File: config.mk
export PLATFORM = sky130hd
export DESIGN_NAME = rf_operand_fetch
export DESIGN_NICKNAME = d
export VERILOG_FILES = /design/src/rtl/rf_operand_fetch_pkg.sv /design/src/rtl/rf_scoreboard.sv /design/src/rtl/rf_operand_fetch.sv
export SDC_FILE = /design/constraint.sdc
export NUM_CORES = 1
export LEC_CHECK = 0
export BUFFER_PORTS_ARGS = -buffer_cell sky130_fd_sc_hd__buf_2
export CAP_MARGIN = 20
export CORE_UTILIZATION = 49
export CTS_CLUSTER_DIAMETER = 200
export DETAILED_ROUTE_END_ITERATION = 10
export GPL_TIMING_DRIVEN = 0
export MAX_ROUTING_LAYER = met4
export PLACE_DENSITY = 0.85
export SLEW_MARGIN = 10
export SYNTH_ARGS = -nofsm -noshare
export SYNTH_HDL_FRONTEND = slang
export SYNTH_SLANG_ARGS = --single-unit
export TNS_END_PERCENT = 30
File: constraint.sdc
create_clock -name CLK -period 3.1 [get_ports CLK]
set_clock_uncertainty 0.15 [all_clocks]
set_input_delay 0.31 -clock CLK [delete_from_list [all_inputs] [get_ports CLK]]
set_output_delay 0.31 -clock CLK [all_outputs]
set_load 0.1 [all_outputs]
File: src/rtl/rf_operand_fetch_pkg.sv
// Shared constants for the operand-fetch front end.
// Default widths and register-file geometry.
package rf_operand_fetch_pkg;

   localparam int unsigned DATA_W   = 32;
   localparam int unsigned ADDR_W   = 5;
   localparam int unsigned NUM_REGS = 2 ** ADDR_W;

   // Operands travelling from fetch to execute.
   typedef struct packed {
      logic              valid;
      logic [DATA_W-1:0] a;
      logic [DATA_W-1:0] b;
      logic [ADDR_W-1:0] rd;
      logic              wen;
   } fetch_ex_t;

endpackage

File: src/rtl/rf_scoreboard.sv
// Pending-write scoreboard for the register file.
// Writeback clears are forwarded into the busy lookups.
module rf_scoreboard
   import rf_operand_fetch_pkg::*;
#(
   parameter int unsigned addr_w = ADDR_W
) (
   input  logic              clk_i,
   input  logic              rst_i,
   input  logic              set_i,
   input  logic [addr_w-1:0] set_addr_i,
   input  logic              clr_i,
   input  logic [addr_w-1:0] clr_addr_i,
   input  logic [addr_w-1:0] chk_a_i,
   input  logic [addr_w-1:0] chk_b_i,
   input  logic [addr_w-1:0] chk_d_i,
   output logic              busy_a_o,
   output logic              busy_b_o,
   output logic              busy_d_o
);

   localparam int unsigned N = 2 ** addr_w;

   logic [N-1:0] pend_q;
   logic [N-1:0] pend_d;

   // Next pending vector: clear first, set last so a set wins.
   always_comb begin
      pend_d = pend_q;
      if (clr_i) begin
         pend_d[clr_addr_i] = 1'b0;
      end
      if (set_i) begin
         pend_d[set_addr_i] = 1'b1;
      end
   end

   // Pending-bit register.
   always_ff @(posedge clk_i) begin
      if (rst_i) begin
         pend_q <= '0;
      end else begin
         pend_q <= pend_d;
      end
   end

   // A register is busy unless its writeback lands this cycle.
   always_comb begin
      busy_a_o = pend_q[chk_a_i] &&
                 !(clr_i && (clr_addr_i == chk_a_i));
      busy_b_o = pend_q[chk_b_i] &&
                 !(clr_i && (clr_addr_i == chk_b_i));
      busy_d_o = pend_q[chk_d_i] &&
                 !(clr_i && (clr_addr_i == chk_d_i));
   end

endmodule

File: src/rtl/rf_operand_fetch.sv
// Operand fetch / writeback front end of the regfile.
// Bypasses writeback data and stalls on RAW/WAW hazards.
module rf_operand_fetch
   import rf_operand_fetch_pkg::*;
#(
   parameter int unsigned data_w = DATA_W,
   parameter int unsigned addr_w = ADDR_W
) (
   input  logic              CLK,
   input  logic              RST,
   input  logic              I_VALID,
   output logic              I_READY,
   input  logic [addr_w-1:0] I_RS1,
   input  logic [addr_w-1:0] I_RS2,
   input  logic [addr_w-1:0] I_RD,
   input  logic              I_WEN,
   output logic [addr_w-1:0] RF_RA,
   output logic [addr_w-1:0] RF_RB,
   input  logic [data_w-1:0] RF_DA,
   input  logic [data_w-1:0] RF_DB,
   output logic              RF_WE,
   output logic [addr_w-1:0] RF_RW,
   output logic [data_w-1:0] RF_DW,
   input  logic              WB_VALID,
   input  logic [addr_w-1:0] WB_RD,
   input  logic [data_w-1:0] WB_DATA,
   output logic              O_VALID,
   input  logic              O_READY,
   output logic [data_w-1:0] O_A,
   output logic [data_w-1:0] O_B,
   output logic [addr_w-1:0] O_RD,
   output logic              O_WEN
);

   logic              busy_a;
   logic              busy_b;
   logic              busy_d;
   logic              stall;
   logic              out_free;
   logic              accept;
   logic [data_w-1:0] opa;
   logic [data_w-1:0] opb;

   logic              valid_q, valid_d;
   logic [data_w-1:0] a_q, a_d;
   logic [data_w-1:0] b_q, b_d;
   logic [addr_w-1:0] rd_q, rd_d;
   logic              wen_q, wen_d;

   // Regfile ports are straight passthrough.
   assign RF_RA = I_RS1;
   assign RF_RB = I_RS2;
   assign RF_WE = WB_VALID;
   assign RF_RW = WB_RD;
   assign RF_DW = WB_DATA;

   rf_scoreboard #(
      .addr_w (addr_w)
   ) u_sb (
      .clk_i      (CLK),
      .rst_i      (RST),
      .set_i      (accept && I_WEN),
      .set_addr_i (I_RD),
      .clr_i      (WB_VALID),
      .clr_addr_i (WB_RD),
      .chk_a_i    (I_RS1),
      .chk_b_i    (I_RS2),
      .chk_d_i    (I_RD),
      .busy_a_o   (busy_a),
      .busy_b_o   (busy_b),
      .busy_d_o   (busy_d)
   );

   // Operand select with same-cycle writeback bypass.
   always_comb begin
      opa = RF_DA;
      opb = RF_DB;
      if (WB_VALID && (WB_RD == I_RS1)) begin
         opa = WB_DATA;
      end
      if (WB_VALID && (WB_RD == I_RS2)) begin
         opb = WB_DATA;
      end
   end

   // Issue handshake: ready never looks at I_VALID.
   always_comb begin
      stall    = busy_a || busy_b || (I_WEN && busy_d);
      out_free = !valid_q || O_READY;
      I_READY  = out_free && !stall;
      accept   = I_VALID && I_READY;
   end

   // Output stage next state: load, drain or hold.
   always_comb begin
      valid_d = valid_q;
      a_d     = a_q;
      b_d     = b_q;
      rd_d    = rd_q;
      wen_d   = wen_q;
      if (accept) begin
         valid_d = 1'b1;
         a_d     = opa;
         b_d     = opb;
         rd_d    = I_RD;
         wen_d   = I_WEN;
      end else if (O_READY) begin
         valid_d = 1'b0;
      end
   end

   // Output stage registers; reset drops any in-flight op.
   always_ff @(posedge CLK) begin
      if (RST) begin
         valid_q <= 1'b0;
         a_q     <= '0;
         b_q     <= '0;
         rd_q    <= '0;
         wen_q   <= 1'b0;
      end else begin
         valid_q <= valid_d;
         a_q     <= a_d;
         b_q     <= b_d;
         rd_q    <= rd_d;
         wen_q   <= wen_d;
      end
   end

   assign O_VALID = valid_q;
   assign O_A     = a_q;
   assign O_B     = b_q;
   assign O_RD    = rd_q;
   assign O_WEN   = wen_q;

endmodule

# Word-level counts from Yosys, hierarchy flattened
# Index checks and enable logic that the tools add are counted.
# Widths: inputs -> output; s select.
[totals] wordCells=55 output_inout_bits=120 regBits=103
[op_classes] bitwise_logic=3 eq_ne=3 n_lt_le_gt_ge=6 n_mux=16 reduce_logical=21
[ops] operator="$mux 32" n=4
[ops] operator="$and 32x32->32" n=1
[ops] operator="$not 32->32" n=1
[ops] operator="$or 32x32->32" n=1
[ops] operator="$lt 5x6->1 const B" n=4
[ops] operator="$bmux 1 s5" n=3
[ops] operator="$eq 5x5->1" n=3
[ops] operator="$logic_and 1x1->1" n=12
[ops] operator="$demux 1 s5" n=2
[ops] operator="$ge 5x1->1 const B" n=2
[ops] operator="$mux 1" n=7
[ops] operator="$logic_not 1->1" n=5
[ops] operator="$logic_or 1x1->1" n=3
[ops] operator="$reduce_bool 2->1" n=1

# Logic depth before layout (Yosys ltp)
[logic_depth] depth_word=11 mapped_depth=11 mapped_depth_nobuf=7

# Cells and area by module
# Synthesis repeated with hierarchy kept, for this count alone.
[hier_totals] hier_cells=742 area_unflattened_um2=7226.9
[by_module_without_submodules] module="rf_operand_fetch" seq_area_each_um2=1421.4 area_each_um2=4833.4 n_inst=1 cells_each=473
[by_module_without_submodules] module="rf_scoreboard" seq_area_each_um2=640.6 area_each_um2=2393.5 n_inst=1 cells_each=269

# Least setup slack after synthesis
# OpenSTA, ideal clock, no wires.
[synth_path] kind="input to output" start="input I_RD[0]" end="output I_READY" t_required_ps=2640 setup_slack_ps=-201 arrival_time_ps=2841 path_buffers=3 cell_stages=8 path_cell_list="clkbuf_1 -> mux4_2 -> a221oi_1 -> o21a_1 -> o21a_1 -> buf_2 -> buf_2 -> and3_1"
[synth_via] elab_chain_len=8 elab_cells_between_ends=10
[synth_rtl] element="from (decl)" line_no="rf_operand_fetch.sv:15" rtl="input logic [addr_w-1:0] I_RD,"
[synth_rtl] element="branches (longest 3 deep; another with $bmux 1 s5)"
[synth_rtl] element="$logic_and 1x1->1 (*)" line_no="rf_scoreboard.sv:53" rtl="busy_d_o = pend_q[chk_d_i] &&"
[synth_rtl] element="$logic_and 1x1->1 (*)" line_no="rf_operand_fetch.sv:88" rtl="stall = busy_a || busy_b || (I_WEN && busy_d);"
[synth_rtl] element="$logic_or 1x1->1 (*)" line_no="rf_operand_fetch.sv:88"
[synth_rtl] element="$logic_not 1->1 (*)" line_no="rf_operand_fetch.sv:90" rtl="I_READY = out_free && !stall;"
[synth_rtl] element="$logic_and 1x1->1 (*)" line_no="rf_operand_fetch.sv:90"
[synth_rtl] element="to (decl)" line_no="rf_operand_fetch.sv:12" rtl="output logic I_READY,"
# Every way passes the cells marked *. The select of a mux whose other input is x is not followed.

# Worst setup path in the final report
[layout_path] start="register u_sb.pend_q[3]" end="output I_READY"
[layout_via] elab_chain_len=7 elab_cells_between_ends=14
[layout_rtl] element="from (decl)" line_no="rf_scoreboard.sv:24" rtl="logic [N-1:0] pend_q;"
[layout_rtl] element="from (signal assigned)" line_no="rf_scoreboard.sv:43" rtl="pend_q <= pend_d;"
[layout_rtl] element="$bmux 1 s5 (on tied branches)" line_no="rf_scoreboard.sv:49, rf_scoreboard.sv:51, rf_scoreboard.sv:53"
[layout_rtl] element="$mux 1 (on tied branches)" line_no="rf_scoreboard.sv:49, rf_scoreboard.sv:51, rf_scoreboard.sv:53"
[layout_rtl] element="$logic_and 1x1->1 (on tied branches)" line_no="rf_scoreboard.sv:49, rf_scoreboard.sv:51, rf_scoreboard.sv:53"
[layout_rtl] element="$logic_or 1x1->1 / $logic_and 1x1->1 (equally long branches)" line_no="rf_operand_fetch.sv:88"
[layout_rtl] element="$logic_or 1x1->1 (*)" line_no="rf_operand_fetch.sv:88"
[layout_rtl] element="$logic_not 1->1 (*)" line_no="rf_operand_fetch.sv:90"
[layout_rtl] element="$logic_and 1x1->1 (*)" line_no="rf_operand_fetch.sv:90"
# Mark *: on every way between the ends. The rest lies on a longest branch, timed or not. The select of a mux whose other input is x is not followed.

==> run summary <==
The flow ran to the end, and the final reports show no timing, DRC or antenna violations. The region available for standard cell placement spans 12,100 um2. The number of hold violations in the final report is 0. The area share of the leading cell type in the synthesized netlist is 33.8%. The tightest min-delay check is of the in -> reg type.

The first routing iteration left 394 violations. The post-route cell area is 7810 um2. The CTS tree is yes. The worst setup path is captured at an output port.

The share of layout cells above drive strength 1 is 41.9%. The die area came out at 12,900 um2. Synthesis produced 657 cells. The number of global-route vias before repair is 5,899. The detailed router placed 6,073 vias in this run. The clock-pin transition on the worst setup and hold timing paths is 0.07 ns. The yosys synthesis warning count is 0.

Adding up every negative setup slack in the final design gives 0 ns. Leaving out fill and tap cells, the most frequent cell in the layout is sky130_fd_sc_hd__buf_2. The register area share after synthesis is 33.8%. The tree built by TritonCTS fans out to 103 sinks. The count of state elements after synthesis is 103. Summing all placed instances gives a cell area of 7450 um2.

Port buffering added 229 buffers. The met2 layer usage reported by global route is 52.2%. Max-cap violations in this run came to 0. The detailed-route wire length came out at 19,400 um. The die height is 114 um. The half-perimeter wire length of the detailed placement result came out at 14,700 um. The required time of the critical path is 2.64 ns. The die width is 114 um. The final estimated routing congestion in global placement is 0.987. The remaining antenna violation count is 0. The first-pass iteration count of the detailed router came out at 8. The critical path is of the reg -> out type. The later-pin clock latency in the skew report came out at 0.34 ns. The total count of max-transition violations in the final report is 0. The library cells used most frequently in the layout, excluding fill and tap cells, are 245 x sky130_fd_sc_hd__buf_2, 98 x sky130_fd_sc_hd__dfxtp_1, 89 x sky130_fd_sc_hd__mux2i_1.

The number of antenna violations at the first check in global routing came out at 2. The startpoint type of the worst setup path is a register. The fraction of synthesis flops using an asynchronous set or reset pin is 0%. The netlist area before placement is 6090 um2.

The global-route usage over all layers is 31.0%. Setup repair after global routing could not meet its margin everywhere. The number of buffers added by the clock tree synthesis step is 9. In the routed design, unresolved DRC markers number 0. The number of placement rows came out at 40. Sorting the synthesized cells by area gives the leading types as sky130_fd_sc_hd__dfxtp_1 34%, sky130_fd_sc_hd__mux2i_1 15%, sky130_fd_sc_hd__a211oi_1 7.9%. Averaged over all synthesized cells, the footprint is 9.28 um2. The layout overhead on the synthesized area is 28.2%. The root cell of the clock tree is sky130_fd_sc_hd__clkbuf_16. The count of placed standard cells including taps is 1,054. In this run, distinct cell masters in the synthesized netlist total 43. Yosys mapped a number of flops with a built-in enable equal to 0. For this run, the leading register cell type out of synthesis is sky130_fd_sc_hd__dfxtp_1. The cell leakage power is 3.23 nW. Overall power consumption after layout is estimated at 4.13 mW.

The clock period minus worst slack came out at 2.99 ns. The routed length per placed instance came out at 18.0 um. The overall overflow remaining after global route came out at 0. The layout net count came out at 1,022. The actual transition at the worst max-transition pin is 0.789 ns.

Timing would allow up to 334 MHz. The maximum net fanout on the critical path came out at 13. The worst relative slew slack came out at 47.4%.

The pin count of the biggest net entering global routing came out at 19. The number of nets produced by synthesis is 779. The maximum level of the CTS H-tree is 3. The finished layout holds 1,075 standard cells, fillers aside.

The number of placed I/O pins is 242. The global-route track usage on met1 is 35.8%. The first global-routing pass estimated 30,300 um of wire. For this run, global-route usage on met3 was measured as 6.54%. The maximum clock path buffer count came out at 2. The ratio of routed vias to standard cells came out at 5.65. The starting density of the core came out at 50.5%. The part of the cycle the worst path needs came out at 96.5%. The layer flagged by global routing as most heavily used is met2. The data arrival time of the critical path is 2.53 ns.

The maximum VDD drop is 325 uV. The synthesized design spends more area on one cell type than any other, namely sky130_fd_sc_hd__dfxtp_1. The total of endpoints with negative setup slack in the final report came out at 0.

For this design the ratio of total power to cell area is 529 nW/um2.
## power breakdown
part | internal, mW | switching [mW]
Sequential | 1.41 | 0.0443
Combinational | 0.349 | 1.23
Clock | 0.560 | 0.539
Total | 2.32 | 1.82
## kinds of logic (layout without fill, tap and decap cells)
family          after synthesis  in the layout  synth area share (%)
compound gates              208            208                  21.8
xor+xnor                     15             15                  2.16
buf+inv                     112            360                  10.8
flops                       103            103                  33.8
mux                         106            106                  20.0
other cells                   0              2                     0
simple gates                113            113                  11.5
## registers in the layout, indices dropped and copies added (netlist names)
signal,flops
O_B,32
O_VALID,1
u_sb.pend_q,32
O_RD,5
O_A,32
O_WEN,1
## critical path, cell delays in order (launching register included)
cell	delay [ns]
sky130_fd_sc_hd__dfxtp_2	0.34
sky130_fd_sc_hd__mux4_2	0.50
sky130_fd_sc_hd__nor2b_4	0.15
sky130_fd_sc_hd__a2111oi_4	0.30
sky130_fd_sc_hd__or4_4	0.21
sky130_fd_sc_hd__o21a_1	0.16
sky130_fd_sc_hd__buf_6	0.16
sky130_fd_sc_hd__and3_4	0.20
sky130_fd_sc_hd__buf_12	0.17
## per-stage QoR
stage / hold slack, ns / setup slack, ns / util (%)
after global placement: 0.316 / -0.371 / 61.8
after detailed placement: 0.324 / -0.355 / 61.8
after global routing: 0.118 / -0.0371 / 64.8
final: 0.104 / 0.108 / 64.8
after CTS: 0.0989 / 0.0122 / 64.5
after floorplan: 0.308 / 0.0834 / -
## area by class of cell
cell class	count	area, um2
Clock buffer	10	229
Fill cell	1044	4250
Buffer	108	657
Antenna cell	2	5.00
Clock inverter	6	55.1
Inverter	3	11.3
Sequential cell	103	2070
Timing Repair Buffer	233	1190
Tap cell	168	210
Multi-Input combinational cell	442	3380
## metal layers
metal,vias to the layer above,routed length [um]
met1,2825,7610
met4,0,584
met3,47,1610
li1,2889,-
met5,-,0
met2,312,9600
## synthesized netlist by cell type, types with 2 or more instances
cell                       count
sky130_fd_sc_hd__mux2i_1      89
sky130_fd_sc_hd__xor2_1        8
sky130_fd_sc_hd__a21oi_1      71
sky130_fd_sc_hd__o21a_1        2
sky130_fd_sc_hd__nor3_1        3
sky130_fd_sc_hd__or4_4         3
sky130_fd_sc_hd__nand2b_1      2
sky130_fd_sc_hd__nor2_1        4
sky130_fd_sc_hd__nor2b_1      18
sky130_fd_sc_hd__dfxtp_1     103
sky130_fd_sc_hd__mux2_2        5
sky130_fd_sc_hd__xnor2_1       7
sky130_fd_sc_hd__nand2_1      21
sky130_fd_sc_hd__inv_1         3
sky130_fd_sc_hd__or3b_2        4
sky130_fd_sc_hd__nor3b_1       6
sky130_fd_sc_hd__or2_2         2
sky130_fd_sc_hd__and3_1        5
sky130_fd_sc_hd__o21ai_0      40
sky130_fd_sc_hd__nand4_1       3
sky130_fd_sc_hd__a211oi_1     64
sky130_fd_sc_hd__buf_2        19
sky130_fd_sc_hd__o22ai_1       7
sky130_fd_sc_hd__mux4_2       12
sky130_fd_sc_hd__buf_6         3
sky130_fd_sc_hd__nand3b_1     24
sky130_fd_sc_hd__buf_4        51
sky130_fd_sc_hd__clkbuf_1     30
sky130_fd_sc_hd__o21ai_2      17
sky130_fd_sc_hd__nand3_1      11
sky130_fd_sc_hd__buf_1         6
sky130_fd_sc_hd__nor4_1        3
## worst paths after layout
| check | from | end | slack [ns] | cells after the start |
|---|---|---|---|---|
| worst min register to register | O_WEN | O_WEN | 0.33 | 2 |
| worst min-delay path | I_WEN | O_WEN | 0.10 | 3 |
| worst max register to register | u_sb.pend_q[3] | u_sb.pend_q[14] | 0.18 | 9 |
| worst max-delay path | u_sb.pend_q[3] | I_READY | 0.11 | 8 |
## what timing repair did
item                       CTS  global route
setup endpoints to repair    5           103
cloned                       0             0
hold buffers                 0             0
resized for setup           15            11
pin swaps                    1             1
setup buffers                1             3
(Power assumes the default switching activity.)
